**config.mk**
```make
export PLATFORM = sky130hd
export DESIGN_NAME = naneye_rx_decoder_flat
export DESIGN_NICKNAME = d
export VERILOG_FILES = /design/src/rtl/naneye_rx_decoder_if.sv /design/src/rtl/naneye_rx_decoder.sv /design/src/flat_wrapper.sv
export SDC_FILE = /design/constraint.sdc
export NUM_CORES = 1
export LEC_CHECK = 0
export ABC_AREA = 1
export CORE_ASPECT_RATIO = 2
export CORE_MARGIN = 2
export CORE_UTILIZATION = 49
export CTS_CLUSTER_SIZE = 8
export DETAILED_ROUTE_END_ITERATION = 16
export PLACE_DENSITY = 0.86
export SETUP_SLACK_MARGIN = 0.5
export SYNTH_ARGS = -nofsm -noshare
export SYNTH_HDL_FRONTEND = slang
export SYNTH_SLANG_ARGS = --single-unit
```
**constraint.sdc**
```tcl
create_clock -name CLOCK -period 1.61 [get_ports CLOCK]
set_clock_uncertainty 0.05 [all_clocks]
set_input_delay 0.2415 -clock CLOCK [delete_from_list [all_inputs] [get_ports CLOCK]]
set_output_delay 0.2415 -clock CLOCK [all_outputs]
set_load 0.005 [all_outputs]
```
**src/rtl/naneye_rx_decoder_if.sv**
```systemverilog
// Signal bundle between the NanEye Manchester decoder and its neighbours
// (sensor pad, configuration module and deserializer).
interface naneye_rx_decoder_if;
    logic        ENABLE;
    logic        RSYNC;
    logic        INPUT;
    logic        CONFIG_DONE;
    logic        CONFIG_EN;
    logic        SYNC_START;
    logic        FRAME_START;
    logic        OUTPUT;
    logic        OUTPUT_EN;
    logic        NANEYE3A_NANEYE2B_N;
    logic        ERROR_OUT;
    logic [31:0] DEBUG_OUT;

    // Decoder side.
    modport master (
        input  ENABLE,
        input  RSYNC,
        input  INPUT,
        input  CONFIG_DONE,
        output CONFIG_EN,
        output SYNC_START,
        output FRAME_START,
        output OUTPUT,
        output OUTPUT_EN,
        output NANEYE3A_NANEYE2B_N,
        output ERROR_OUT,
        output DEBUG_OUT
    );

    // Pad / deserializer / configuration side.
    modport slave (
        output ENABLE,
        output RSYNC,
        output INPUT,
        output CONFIG_DONE,
        input  CONFIG_EN,
        input  SYNC_START,
        input  FRAME_START,
        input  OUTPUT,
        input  OUTPUT_EN,
        input  NANEYE3A_NANEYE2B_N,
        input  ERROR_OUT,
        input  DEBUG_OUT
    );
endinterface

```
**src/rtl/naneye_rx_decoder.sv**
```systemverilog
// NanEye Manchester line decoder: run-length classification, sync detection and bit recovery.
// Optional status counters on DEBUG_OUT when RX_DECODER_DEBUG_EN is defined.
module naneye_rx_decoder #(
    parameter int unsigned SHORT_MAX = 3,
    parameter int unsigned LONG_MAX  = 7,
    parameter int unsigned SYNC_MIN  = 64,
    parameter int unsigned SYNC_3A   = 1024
) (
    input logic                 CLOCK,
    input logic                 RESET,
    naneye_rx_decoder_if.master bus
);

    localparam logic [11:0] ShortMax = 12'(SHORT_MAX);
    localparam logic [11:0] LongMax  = 12'(LONG_MAX);
    localparam logic [11:0] SyncMin  = 12'(SYNC_MIN);
    localparam logic [11:0] Sync3a   = 12'(SYNC_3A);

    typedef enum logic [1:0] {
        StHunt,
        StSync,
        StData
    } state_e;

    state_e      state_q, state_d;
    logic        in_meta_q, in_sync_q, in_prev_q;
    logic        line_edge;
    logic [11:0] run_q, run_d;
    logic        phase_q, phase_d;
    logic        config_en_q, config_en_d;
    logic        sync_start_q, sync_start_d;
    logic        frame_start_q, frame_start_d;
    logic        out_q, out_d;
    logic        out_en_q, out_en_d;
    logic        type_q, type_d;
    logic        err_q, err_d;
    logic        run_short, run_long, sync_hit, sync_is_3a;

    // Two-stage synchroniser plus one history stage for edge detection.
    always_ff @(posedge CLOCK or posedge RESET) begin
        if (RESET) begin
            in_meta_q <= 1'b0;
            in_sync_q <= 1'b0;
            in_prev_q <= 1'b0;
        end else begin
            in_meta_q <= bus.INPUT;
            in_sync_q <= in_meta_q;
            in_prev_q <= in_sync_q;
        end
    end

    assign line_edge = in_sync_q ^ in_prev_q;

    // Run counter keeps counting regardless of state so sync survives ENABLE/RSYNC.
    always_comb begin
        run_d = run_q;
        if (line_edge) begin
            run_d = 12'd1;
        end else if (run_q != 12'hfff) begin
            run_d = run_q + 12'd1;
        end
    end

    always_ff @(posedge CLOCK or posedge RESET) begin
        if (RESET) begin
            run_q <= 12'd0;
        end else begin
            run_q <= run_d;
        end
    end

    assign run_short  = (run_q != 12'd0) && (run_q <= ShortMax);
    assign run_long   = (run_q > ShortMax) && (run_q <= LongMax);
    assign sync_hit   = (run_q >= SyncMin);
    assign sync_is_3a = (run_q >= Sync3a);

    always_ff @(posedge CLOCK or posedge RESET) begin
        if (RESET) begin
            state_q       <= StHunt;
            phase_q       <= 1'b0;
            config_en_q   <= 1'b0;
            sync_start_q  <= 1'b0;
            frame_start_q <= 1'b0;
            out_q         <= 1'b0;
            out_en_q      <= 1'b0;
            type_q        <= 1'b0;
            err_q         <= 1'b0;
        end else begin
            state_q       <= state_d;
            phase_q       <= phase_d;
            config_en_q   <= config_en_d;
            sync_start_q  <= sync_start_d;
            frame_start_q <= frame_start_d;
            out_q         <= out_d;
            out_en_q      <= out_en_d;
            type_q        <= type_d;
            err_q         <= err_d;
        end
    end

    always_comb begin
        state_d       = state_q;
        phase_d       = phase_q;
        config_en_d   = config_en_q;
        sync_start_d  = 1'b0;
        frame_start_d = 1'b0;
        out_d         = out_q;
        out_en_d      = 1'b0;
        type_d        = type_q;
        err_d         = 1'b0;

        if (!bus.ENABLE || bus.RSYNC) begin
            state_d     = StHunt;
            phase_d     = 1'b0;
            config_en_d = 1'b0;
        end else begin
            unique case (state_q)
                StHunt: begin
                    if (sync_hit) begin
                        state_d      = StSync;
                        sync_start_d = 1'b1;
                        config_en_d  = 1'b1;
                    end
                end
                StSync: begin
                    if (line_edge) begin
                        // Edge ending sync is the mid-bit of bit 0.
                        state_d       = StData;
                        frame_start_d = 1'b1;
                        type_d        = sync_is_3a;
                        out_d         = in_sync_q;
                        out_en_d      = 1'b1;
                        phase_d       = 1'b1;
                        config_en_d   = 1'b0;
                    end else if (bus.CONFIG_DONE) begin
                        config_en_d = 1'b0;
                    end
                end
                StData: begin
                    if (sync_hit) begin
                        state_d      = StSync;
                        sync_start_d = 1'b1;
                        config_en_d  = 1'b1;
                        phase_d      = 1'b0;
                    end else if (line_edge) begin
                        if (run_short) begin
                            if (phase_q) begin
                                phase_d = 1'b0;
                            end else begin
                                out_d    = in_sync_q;
                                out_en_d = 1'b1;
                                phase_d  = 1'b1;
                            end
                        end else if (run_long && phase_q) begin
                            out_d    = in_sync_q;
                            out_en_d = 1'b1;
                        end else begin
                            err_d   = 1'b1;
                            state_d = StHunt;
                            phase_d = 1'b0;
                        end
                    end
                end
                default: begin
                    state_d = StHunt;
                    phase_d = 1'b0;
                end
            endcase
        end
    end

    assign bus.CONFIG_EN           = config_en_q;
    assign bus.SYNC_START          = sync_start_q;
    assign bus.FRAME_START         = frame_start_q;
    assign bus.OUTPUT              = out_q;
    assign bus.OUTPUT_EN           = out_en_q;
    assign bus.NANEYE3A_NANEYE2B_N = type_q;
    assign bus.ERROR_OUT           = err_q;

`ifdef RX_DECODER_DEBUG_EN
    logic [15:0] frame_cnt_q;
    logic [7:0]  err_cnt_q;
    logic [7:0]  last_run_q;

    always_ff @(posedge CLOCK or posedge RESET) begin
        if (RESET) begin
            frame_cnt_q <= 16'd0;
            err_cnt_q   <= 8'd0;
            last_run_q  <= 8'd0;
        end else begin
            if (frame_start_d) begin
                frame_cnt_q <= frame_cnt_q + 16'd1;
            end
            if (err_d && (err_cnt_q != 8'hff)) begin
                err_cnt_q <= err_cnt_q + 8'd1;
            end
            if (line_edge) begin
                last_run_q <= (run_q > 12'd255) ? 8'hff : run_q[7:0];
            end
        end
    end

    assign bus.DEBUG_OUT = {last_run_q, err_cnt_q, frame_cnt_q};
`else
    assign bus.DEBUG_OUT = 32'd0;
`endif

endmodule

```
**src/flat_wrapper.sv**
```systemverilog
// flat-port wrapper written by rule: the top's interface ports become plain ports
module naneye_rx_decoder_flat 
#(
    parameter int unsigned SHORT_MAX = 3,
    parameter int unsigned LONG_MAX  = 7,
    parameter int unsigned SYNC_MIN  = 64,
    parameter int unsigned SYNC_3A   = 1024
)
  (CLOCK, RESET, bus_ENABLE, bus_RSYNC, bus_INPUT, bus_CONFIG_DONE, bus_CONFIG_EN, bus_SYNC_START, bus_FRAME_START, bus_OUTPUT, bus_OUTPUT_EN, bus_NANEYE3A_NANEYE2B_N, bus_ERROR_OUT, bus_DEBUG_OUT);
  naneye_rx_decoder_if bus_i ();
  input logic CLOCK;
  input logic RESET;
  input wire logic [$bits(bus_i.ENABLE)-1:0] bus_ENABLE;
  input wire logic [$bits(bus_i.RSYNC)-1:0] bus_RSYNC;
  input wire logic [$bits(bus_i.INPUT)-1:0] bus_INPUT;
  input wire logic [$bits(bus_i.CONFIG_DONE)-1:0] bus_CONFIG_DONE;
  output wire logic [$bits(bus_i.CONFIG_EN)-1:0] bus_CONFIG_EN;
  output wire logic [$bits(bus_i.SYNC_START)-1:0] bus_SYNC_START;
  output wire logic [$bits(bus_i.FRAME_START)-1:0] bus_FRAME_START;
  output wire logic [$bits(bus_i.OUTPUT)-1:0] bus_OUTPUT;
  output wire logic [$bits(bus_i.OUTPUT_EN)-1:0] bus_OUTPUT_EN;
  output wire logic [$bits(bus_i.NANEYE3A_NANEYE2B_N)-1:0] bus_NANEYE3A_NANEYE2B_N;
  output wire logic [$bits(bus_i.ERROR_OUT)-1:0] bus_ERROR_OUT;
  output wire logic [$bits(bus_i.DEBUG_OUT)-1:0] bus_DEBUG_OUT;
  assign bus_i.ENABLE = bus_ENABLE;
  assign bus_i.RSYNC = bus_RSYNC;
  assign bus_i.INPUT = bus_INPUT;
  assign bus_i.CONFIG_DONE = bus_CONFIG_DONE;
  assign bus_CONFIG_EN = bus_i.CONFIG_EN;
  assign bus_SYNC_START = bus_i.SYNC_START;
  assign bus_FRAME_START = bus_i.FRAME_START;
  assign bus_OUTPUT = bus_i.OUTPUT;
  assign bus_OUTPUT_EN = bus_i.OUTPUT_EN;
  assign bus_NANEYE3A_NANEYE2B_N = bus_i.NANEYE3A_NANEYE2B_N;
  assign bus_ERROR_OUT = bus_i.ERROR_OUT;
  assign bus_DEBUG_OUT = bus_i.DEBUG_OUT;
  naneye_rx_decoder #(.SHORT_MAX(SHORT_MAX), .LONG_MAX(LONG_MAX), .SYNC_MIN(SYNC_MIN), .SYNC_3A(SYNC_3A)) u_core (.CLOCK(CLOCK), .RESET(RESET), .bus(bus_i));
endmodule
```
---- After elaboration in Yosys (flattened, before gate mapping) ----
Index checks and enable logic that the tools add are counted.
storage, ports and cells
  register bits after elaboration ......... 25
  latch bits .............................. 0
  RAM bits ................................ 0
  memory bits (read-only) ................. 0
  input bits .............................. 6
  output and inout bits ................... 39
  word-level logic and storage cells ...... 102
  memories ................................ 0
cells by class
  add/sub/neg operators ................... 1
  $mul .................................... 0
  divide/modulo/power cells ............... 0
  $lt $le $gt $ge ......................... 5
  equality and inequality tests ........... 17
  shift-type cells ........................ 0
  mux-type cells .......................... 48
  bitwise logic cells ..................... 2
  reduce and logical (&&, ||, !) cells .... 16
operators with widths
  kind                   number
  $mux 1                 34
  $mux 12                2
  $mux 2                 7
  $add 12x1->12 const B  1
  $ge 12x11->1 const B   1
  $ge 12x7->1 const B    1
  $gt 12x2->1 const B    1
  $le 12x2->1 const B    1
  $le 12x3->1 const B    1
  $ne 12x12->1 const B   1
  $ne 3x1->1 const B     4
  $reduce_bool 12->1     1
  $ne 4x2->1 const B     2
  $reduce_and 7->1       1
  $ne 2x1->1 const B     3
  $pmux 1 s2             3
  $pmux 2 s3             1
  $reduce_and 3->1       2
  $ne 5x2->1 const B     1
  $reduce_and 5->1       1
  $ne 4x1->1 const B     1
  $ne 4x4->1 const B     1
  $reduce_and 4->1       1
  $reduce_bool 2->1      2
  13 further kinds       15

---- Longest topological paths before layout ----
Gate-level depths: netlist (run 1).
  depth in word-level cells ............... 9
  mapped depth ............................ 10
  gate-level depth less buffers ........... 10

---- Least setup slack after synthesis (run 1) ----
OpenSTA, ideal clock, no wires.
  path kind ............................... register -> register
  start ................................... reg u_core.state_q[0]
  end ..................................... reg u_core.state_q[0]
  library setup time ...................... 0.065 ns
  arrival ................................. 1.363 ns
  required time ........................... 1.495 ns
  setup slack ............................. 0.132 ns
  cell stages (with the launch flop) ...... 11
  path buffers ............................ 0
  clock period less this slack ............ 1.478 ns
  cell sequence ........................... dfrtp_1 > inv_1 > ha_1 > inv_1 > nor2_1 > nand2_1 > nor2_1 > inv_1 > nand3_1 > nand2_1 > nand2_1
between the ends
  cells in the longest elaborated chain, start to end .. 3
  elaborated cells between the ends (all ways) .. 11
  classes of those cells .................. eq/ne: 7; mux: 2; reduce/logical: 2
ends and longest elaborated chain
  element                                               RTL line                  RTL
  start, declared                                       naneye_rx_decoder.sv:25   state_e state_q, state_d;
  start signal, assigned                                naneye_rx_decoder.sv:79   state_q <= StHunt;
  start signal, assigned                                naneye_rx_decoder.sv:89   state_q <= state_d;
  $eq 2x2->1, or another cell as far along              naneye_rx_decoder.sv:117  unique case (state_q)
  $ne 4x4->1 (no line), or another cell as far along    --
  $reduce_and 5->1 (no line) or $mux 2 (tied branches)  --
Several ways; a longest one is shown, not always the timed one.
A chain may end at the register's enable or synchronous reset.

---- Final worst setup path (run 1) ----
  start ................................... reg u_core.run_q[6]
  end ..................................... reg u_core.state_q[1]
between the ends
  cells in the longest elaborated chain, start to end .. 5
  elaborated cells between the ends (all ways) .. 16
  classes of those cells .................. order compare: 4; eq/ne: 4; mux: 3; reduce/logical: 5
ends and longest elaborated chain
  element                                     RTL line                  RTL
  start, declared                             naneye_rx_decoder.sv:28   logic [11:0] run_q, run_d;
  start signal, assigned                      naneye_rx_decoder.sv:68   run_q <= run_d;
  $gt 12x2->1 or $le 12x3->1 (tied branches)  naneye_rx_decoder.sv:73   assign run_long = (run_q > ShortMax) && (run_q <= LongMax);
  $logic_and 1x1->1                           naneye_rx_decoder.sv:73
  $logic_and 1x1->1                           naneye_rx_decoder.sv:154  end else if (run_long && phase_q) begin
  $ne 4x2->1 (no line)                        --
  $reduce_and 5->1 (no line)                  --
Several ways; a longest one is shown, not always the timed one.

==> results of run 1 <==
==> synthesized netlist by cell type <==
cell / count / area (sq um)
o211a_1: 1 / 10.0
nor2_1: 21 / 78.8
xor2_1: 2 / 17.5
o21bai_1: 1 / 7.51
ha_1: 8 / 100
buf_4: 33 / 248
xnor2_2: 1 / 16.3
nand3_2: 2 / 20.0
nor2_4: 2 / 22.5
dfrtp_1: 25 / 626
nand4_1: 7 / 43.8
o31ai_1: 1 / 7.51
nand2_1: 40 / 150
o21ai_1: 2 / 10.0
nor3b_1: 1 / 7.51
nor3_1: 5 / 25.0
conb_1: 1 / 3.75
a31oi_1: 3 / 18.8
inv_1: 30 / 113
a31o_2: 1 / 8.76
buf_2: 1 / 5.00
nor2_2: 1 / 6.26
o21ai_0: 8 / 40.0
a21oi_1: 7 / 35.0
or2_2: 1 / 6.26
nand2_2: 2 / 12.5
nand3_1: 17 / 85.1
==> path summary, 6_finish.rpt <==
path                                   from               endpoint  slack, ns  cells past startpoint
setup / recovery            u_core.run_q[6]      u_core.state_q[1]       0.08                      9
hold / removal                        RESET  u_core.bus.SYNC_START       0.27                      3
setup reg to reg            u_core.run_q[6]      u_core.state_q[1]       0.08                      9
hold reg to reg            u_core.in_meta_q       u_core.in_sync_q       0.32                      0
max in group asynchronous             RESET        u_core.run_q[5]       0.96                      3
min in group CLOCK         u_core.in_meta_q       u_core.in_sync_q       0.32                      0
==> sequential cells by signal (all words and copies together), names as in the netlist <==
name,cells
u_core.bus.CONFIG_EN,1
u_core.bus.ERROR_OUT,1
u_core.bus.FRAME_START,1
u_core.bus.NANEYE3A_NANEYE2B_N,1
u_core.bus.OUTPUT,1
u_core.bus.OUTPUT_EN,1
u_core.bus.SYNC_START,1
u_core.in_meta_q,1
u_core.in_prev_q,1
u_core.in_sync_q,1
u_core.phase_q,1
u_core.run_q,12
u_core.state_q,2
==> per-stage QoR <==
stage	cell area, sq um	cells	TNS, ns	power, mW
after floorplan	1920	255	0	0.977
after CTS	2210	298	0	1.51
final	2480	314	0	1.61
after global routing	2480	314	0	1.69
after detailed placement	1890	273	-0.0760	1.01
after global placement	1890	273	0	1.01
==> power by group through the flow <==
stage / clock [mW] / sequential, mW / combinational [mW]
6_report: 0.387 / 0.717 / 0.503
5_1_grt: 0.423 / 0.722 / 0.541
4_1_cts: 0.388 / 0.714 / 0.408
3_5_place_dp: 0 / 0.725 / 0.289
3_3_place_gp: 0 / 0.722 / 0.284
2_1_floorplan: 0 / 0.708 / 0.270
==> what timing repair did <==
item | CTS | global route
gates cloned | 1 | 0
buffers inserted | 20 | 16
endpoints found under the setup margin | 29 | 23
resized for setup | 78 | 39
pin swaps | 22 | 27
hold endpoints to repair | 0 | 0
==> metal layers <==
layer | wire (um) | vias to the layer above
met5 | 0 | -
met4 | 257 | 0
met3 | 237 | 25
met2 | 2800 | 82
met1 | 1850 | 829
li1 | - | 777
==> logic make-up (layout without fill, tap and decap cells) <==
logic type | after synthesis | in the layout | synth area share, %
AO/OA/AOI/OAI | 24 | 24 | 7.98
XOR/XNOR | 3 | 3 | 1.96
adder cells (fa/ha/maj) | 8 | 8 | 5.81
buffers and inverters | 64 | 90 | 21.2
flip-flops | 25 | 25 | 36.3
other | 1 | 32 | 0.217
AND/OR/NAND/NOR | 99 | 100 | 26.6
==> final cells by class <==
class | count | area [sq um]
multi-input cells | 167 | 1190
fillers | 228 | 893
flip-flops and latches | 25 | 637
repair buffers | 56 | 434
inverters | 30 | 130
clock buffers | 3 | 41.3
well taps | 32 | 40.0
clock inverters | 1 | 7.51
==> worst min-delay path: stages <==
cell and delay (ns):
clkdlybuf4s50_1 0.40, inv_1 0.05, buf_4 0.31
==> run summary, run 1 <==
The run finished with clean final reports. Across all layers, the routed design uses 1713 vias. On the worst path, the slowest cell contributes a delay of 0.44 ns. Met1 track utilization from global routing: 23.0%. The number of library cell types mapped by synthesis is 27, and the post-synthesis average cell area is 7.70 sq um.

The routed design has 5.14 mm of wire. Measured along the y axis, the die boundary spans 87.9 um. STA classifies the critical path startpoint as a flip-flop. Leaving out fill and tap cells, the most frequent cells in the layout are buf_4 (39), conb_1 (32), nand2_1 (22).

The fraction of the cycle the final worst path needs was 95.0%. The critical path in this run is classified as reg -> reg. Detailed placement finished with a half-perimeter wire length of 2.69 mm.

Per report_power, the clock group accounts for 24.1% of the total. The relative area change from synthesis to final layout is 44.1%. Measured on the finished design, the core utilization comes to 73.6%. For this run, design rule violations remaining after detail routing come to 0. For the count of maximum capacitance violations, the log shows 0. Cell internal power was estimated by the tool at 1.07 mW. The row count was 30.

Routed length per instance: 16.4 um. Traced cell by cell, the critical path runs through nor2_4 > nand2_1 > nor2_2 > nand3_2 > nand2_2 > nand2_2 > nand3_2 > nand2_1 > nand2_1. Counting every instance in the synthesized netlist gives 224. Along the worst path, the maximum fanout reaches 3. The type of the worst min-delay path was in -> async. For the final-report hold violation count, the log shows 0.

The tools report the yosys synthesis warning count as 0. Counting I/O delays and the setup requirement, the final critical path takes 1.53 ns. The width of the die works out to 45.9 um.

The global-route track usage on met3 was 2.89%; the areal power density over the cells was 647 mW/mm^2. Leaving out fill and tap cells, the most frequent cell in the layout is buf_4. Net switching is 33.4% of the power. Global routing used 23.2% of the available tracks. Met2 capacity usage during global routing: 40.4%. The congestion estimate from routability-driven global placement came to 0.965. For this run, the detailed router's first-pass iteration total came to 4.

The logs give 0.00338 sq mm for the placeable core area and 48 for the number of violations reported at the end of detailed-routing iteration 0. TritonCTS built the clock tree. IR analysis of the VDD net gives a maximum drop of 0.581 mV. The floorplan step defined a die boundary enclosing 0.00404 sq mm. Starting utilization of the core area: 51.0%.

Pin placement for this block handled 45 I/O pins. The CTS H-tree depth is 1. Setup repair after global routing could not meet its margin everywhere. Proportion of layout cells with a drive suffix above 1: 50.7%. The tools report the worst slack at placement as -0.0362 ns. After clock tree synthesis, the clock-pin slew on the worst setup and hold paths is 0.09 ns.

In the routed layout, each cell is associated on average with a via count of 5.46. The minimum hold slack is 0.270 ns, and the number of buffers created by CTS is 3. Setup violations remaining at the end of the flow were counted as 0.

Counting stages on the worst path, the most repeated cell is nand2_1. The tools report the portion of the post-synthesis area used by sequential elements as 36.3%. Combinational logic burns 31.3% of the power. Data on the critical path arrives at its endpoint at 1.69 ns.

The antenna diode instance count came out at 0. Data on the critical path is required at its endpoint by 1.77 ns. Timing would allow up to 654 MHz. In this run the clock root is driven by a clkbuf_8. The first global-routing pass estimated 6.80 mm of wire. The run gives 0 as the global route total overflow.

The number of antenna violations at the first check in global routing was 0; the number of pins exceeding their max-slew limit in the final report was 0. Entering global routing, the biggest net connects 26 pins. The tools report the summed instance area of the synthesized netlist as 0.00172 sq mm. The final worst setup slack was 0.0807 ns.

The sum of buffers and inverters on the critical path works out to 0. Nature of the critical path endpoint: a flip-flop. For the leakage dissipation, the log shows 1.23 nW. During placement, the flow inserted port buffers numbering 12. In this run, post-CTS hold repair placed 0 buffers. The post-layout net count was 297. In this run the power spent charging and discharging nets is 0.536 mW.

The run gives 0 as the number of nets with antenna violations after detailed routing. Via count of the first global-routing pass: 1608. Sequential cells burn 44.6% of the power.

The register bit count reported by yosys is 25. Global-route layer with the greatest usage: met2. Grouping stages by cell kind, the critical path spends the most delay in simple AND/OR/NAND/NOR gates. The slowest stage of the critical path is the dfrtp_1 cell.

The clock latency at the later pin of the worst-skew pair is 0.28 ns. The maximum clock insertion buffer count was 2; the count of clock tree sinks was 25.
No activity file was read; power rests on OpenSTA's default activity.
==> inputs of run 2 (changes only) <==
--- a/config.mk
+++ b/config.mk
@@ -8,11 +8,13 @@
 export ABC_AREA = 1
 export CORE_ASPECT_RATIO = 2
 export CORE_MARGIN = 2
-export CORE_UTILIZATION = 49
+export CORE_UTILIZATION = 63
 export CTS_CLUSTER_SIZE = 8
 export DETAILED_ROUTE_END_ITERATION = 16
-export PLACE_DENSITY = 0.86
+export DONT_BUFFER_PORTS = 1
+export PLACE_DENSITY = 0.85
 export SETUP_SLACK_MARGIN = 0.5
+export SLEW_MARGIN = 20
 export SYNTH_ARGS = -nofsm -noshare
 export SYNTH_HDL_FRONTEND = slang
 export SYNTH_SLANG_ARGS = --single-unit
==> run 2 against run 1 <==
  * Via count down 0.18%
  * Register-to-register slack about the same
  * Combinational power down 9.5%
  * Cell area down 6.8%
  * Non-clock buffer count down 20
  * Maximum frequency up 0.36%
  * Clock power up 2%
  * Clock-buffer cell count up 1
  * Sequential power about the same
  * Critical path depth unchanged
  * Total power down 2.4%
  * Setup slack better by 0.0055 ns
==> run summary, run 2 (synthesis gave the netlist of run 1 again) <==
The flow ran to the end, and the final reports show no timing, DRC or antenna violations. For the row count, the log shows 26 (was 30). Worst slack at placement: 0.0888 ns (was -0.0362 ns). The top register by number of flip-flops was u_core.run_q (unchanged). The number of buffers created by CTS came out at 3 (unchanged). The first-pass detailed-route iteration total is 4 (unchanged), and the shortest clock period the worst path allows after layout is 1.52 ns (was 1.53 ns).

The setup slack on the worst flop-to-flop path was 0.09 ns (was 0.08 ns); the count of maximum capacitance violations was 0 (unchanged). The tools report the maximum number of pins on one net before global-route repair as 26 (unchanged). The number of vias per cell is 5.90 (was 5.46), and the portion of total power attributed to combinational logic is 29.0% (was 31.3%). The relative area change from synthesis to final layout works out to 34.3% (was 44.1%). The path depth of the worst reg2reg path was 9 (unchanged). For the via count of the first global-routing pass, the log shows 1699 (was 1608). The count of clock tree sinks is 25 (unchanged). The buffer type at the clock tree root was clkbuf_8 (unchanged). The DRC violations left was 0 (unchanged).

Maximum clock insertion buffer count: 2 (unchanged). The width of the die is 41.0 um (was 45.9 um). The logs give 0.976 mV (was 0.581 mV) for the worst voltage drop across the vdd grid and 33.4% (was 23.2%) for the global-route usage over all layers. The antenna diode instance count is 0 (unchanged). The flip-flop count of the largest register, all copies and words added was 12 (unchanged); the proportion of layout cells with a drive suffix above 1 was 44.3% (was 50.7%). Net switching power figure: 0.528 mW (was 0.536 mW). The minimum hold slack was 0.195 ns (was 0.270 ns). Fill cell total of the finished layout: 113 (was 228).

Most used cells in the layout excluding fill and tap cells: conb_1 (32), nand2_1 (29), buf_4 (27) (was buf_4 (39), conb_1 (32), nand2_1 (22)). The total internal power was 1.04 mW (was 1.07 mW); the fraction of the cycle the final worst path needs was 94.6% (was 95.0%). The nature of the critical path endpoint is a flip-flop (unchanged). The end of the worst register-to-register path was u_core.phase_q (was u_core.state_q[1]). The fmax came out at 656 MHz (was 654 MHz). Terminating pin of the worst hold path: u_core.bus.CONFIG_EN.

The fraction of power spent switching nets is 33.6% (was 33.4%), and the final-report hold violation count is 0 (unchanged). The aggregate routed wire length was 5.59 mm (was 5.14 mm). The via count is 1710 (was 1713). The clock latency at the later pin of the worst-skew pair is 0.28 ns (about the same), and the first-pass GRT wire length is 7.51 mm (was 6.80 mm).

The logs give 1.79 ns (was 1.77 ns) for the required time of the critical path and 0 (unchanged) for the number of pins exceeding their max-slew limit in the final report. The clock-pin transition on the worst setup and hold timing paths was 0.09 ns (about the same). The logs give 1.14 nW (was 1.23 nW) for the leakage dissipation and 25.2% (was 24.1%) for the clock network fraction of design power. The tools report the die area as 0.00320 sq mm (was 0.00404 sq mm). The startpoint type of the worst setup path is a flip-flop (unchanged). The placeable core area is 0.00257 sq mm (was 0.00338 sq mm). Registers with the most flip-flops: u_core.run_q: 12 flops, u_core.state_q: 2 flops (unchanged). The routed length per instance is 19.3 um (was 16.4 um). The tools report the launch point of the worst reg-to-reg path as u_core.run_q[8] (was u_core.run_q[6]). The maximum fanout along the worst path works out to 4 (was 3).

The final RePlAce weighted congestion is 0.923 (was 0.965), and the final worst setup slack is 0.0861 ns (was 0.0807 ns). The vertical die dimension was 78.0 um (was 87.9 um). The number of I/O port buffers was 0 (was 12); the number of antenna violations at the first check in global routing was 0 (unchanged). The tools report the number of nets with antenna violations after detailed routing as 0 (unchanged).

The global route total overflow is 0 (unchanged), and the half-perimeter wire length of the detailed placement result is 2.67 mm (was 2.69 mm). Share of power burned in registers: 45.8% (was 44.6%). The logs give 67.1% (was 51.0%) for the starting utilization of the core area and 1.70 ns (was 1.69 ns) for the worst endpoint data arrival time. The post-layout net count was 277 (was 297). The CTS H-tree depth is 1 (unchanged). The final count of negative-setup-slack endpoints was 0 (unchanged). TritonCTS built the clock tree. The tools report the number of non-filler instances in the completed layout as 290 (was 314). Most common library cell in the layout ignoring fill and taps: conb_1 (was buf_4).

The global-route track usage on met3 was 6.86% (was 2.89%). Counting instances, the worst hold path has a depth of 3. Setup repair after global routing could not meet its margin everywhere.

For the placed cell count, the log shows 255 (was 273). Type of the worst min-delay path: in -> reg (was in -> async). The startpoint identified for the worst hold timing path is bus_CONFIG_DONE. For the number of primary I/O pins, the log shows 45 (unchanged). Global-route layer with the greatest usage: met2 (unchanged). The met1 track utilization from global routing is 37.0% (was 23.0%). Kind of critical path: reg -> reg (unchanged).

The areal power density over the cells was 678 mW/mm^2 (was 647 mW/mm^2); the number of violations reported at the end of detailed-routing iteration 0 was 105 (was 48). The tools report the met2 capacity usage during global routing as 53.3% (was 40.4%).
run 2: cell count changes in the layout (fill, tap and decap cells not counted), moves of 5 or more:
| cell | change |
|---|---|
| nand2_1 | +7 |
| nand2_2 | -8 |
| buf_4 | -12 |
| buf_2 | -7 |
| clkdlybuf4s50_1 | -5 |
run 2: worst max path at each step:
stage	from	end	cells past startpoint
5_1_grt	u_core.run_q[3]	u_core.run_q[3]	6
2_1_floorplan	u_core.state_q[1]	u_core.bus.OUTPUT	9
3_5_place_dp	u_core.state_q[1]	u_core.bus.OUTPUT	9
6_report	u_core.run_q[8]	u_core.phase_q	9
3_3_place_gp	u_core.state_q[1]	u_core.bus.OUTPUT	9
4_1_cts	u_core.state_q[0]	u_core.bus.OUTPUT	9
run 2: worst max-delay path, cell delays in order, from the launching register on:
cell and delay [ns]:
dfrtp_1 0.44, nor2_4 0.19, nand2_4 0.10, nor2_4 0.18, nand2_2 0.09, nor2_4 0.15
inv_2 0.08, nand2_2 0.10, nand2_2 0.05, nand2_1 0.05
run 2: power groups by stage:
stage / combinational (mW) / clock [mW] / sequential (mW)
5_1_grt: 0.501 / 0.414 / 0.722
4_1_cts: 0.329 / 0.383 / 0.709
6_report: 0.455 / 0.395 / 0.719
3_5_place_dp: 0.247 / 0 / 0.725
3_3_place_gp: 0.242 / 0 / 0.726
2_1_floorplan: 0.270 / 0 / 0.708
run 2: stage by stage:
stage	instance area [sq um]	power, mW	utilization (%)	TNS [ns]
after floorplan	1920	0.977	-	0
after global placement	1750	0.969	68.0	0
after detailed placement	1750	0.972	68.0	0
after CTS	2060	1.42	80.3	0
after global routing	2310	1.64	90.1	-0.00341
final	2310	1.57	90.1	0
run 2: area by class of cell:
type                       count  area (sq um)  area share (%)
inverter                      30           133            5.73
clock buffer                   4          45.0            1.95
timing repair buffer          36           302            13.0
tap                           28          35.0            1.51
sequential                    25           634            27.4
multi-input combinational    167          1170            50.4
run 2: timing repair:
item	4_1_cts	5_1_grt
pin swaps	18	21
cloned	1	0
endpoints found under the hold margin	26	0
hold buffers	2	0
buffers inserted	19	9
setup endpoints to repair	22	22
resized for setup	36	47
run 2: metal layers:
layer,up-vias,share of wire [%]
li1,734,-
met1,806,31
met2,122,53
met3,48,8.1
met4,0,7.7
met5,-,0
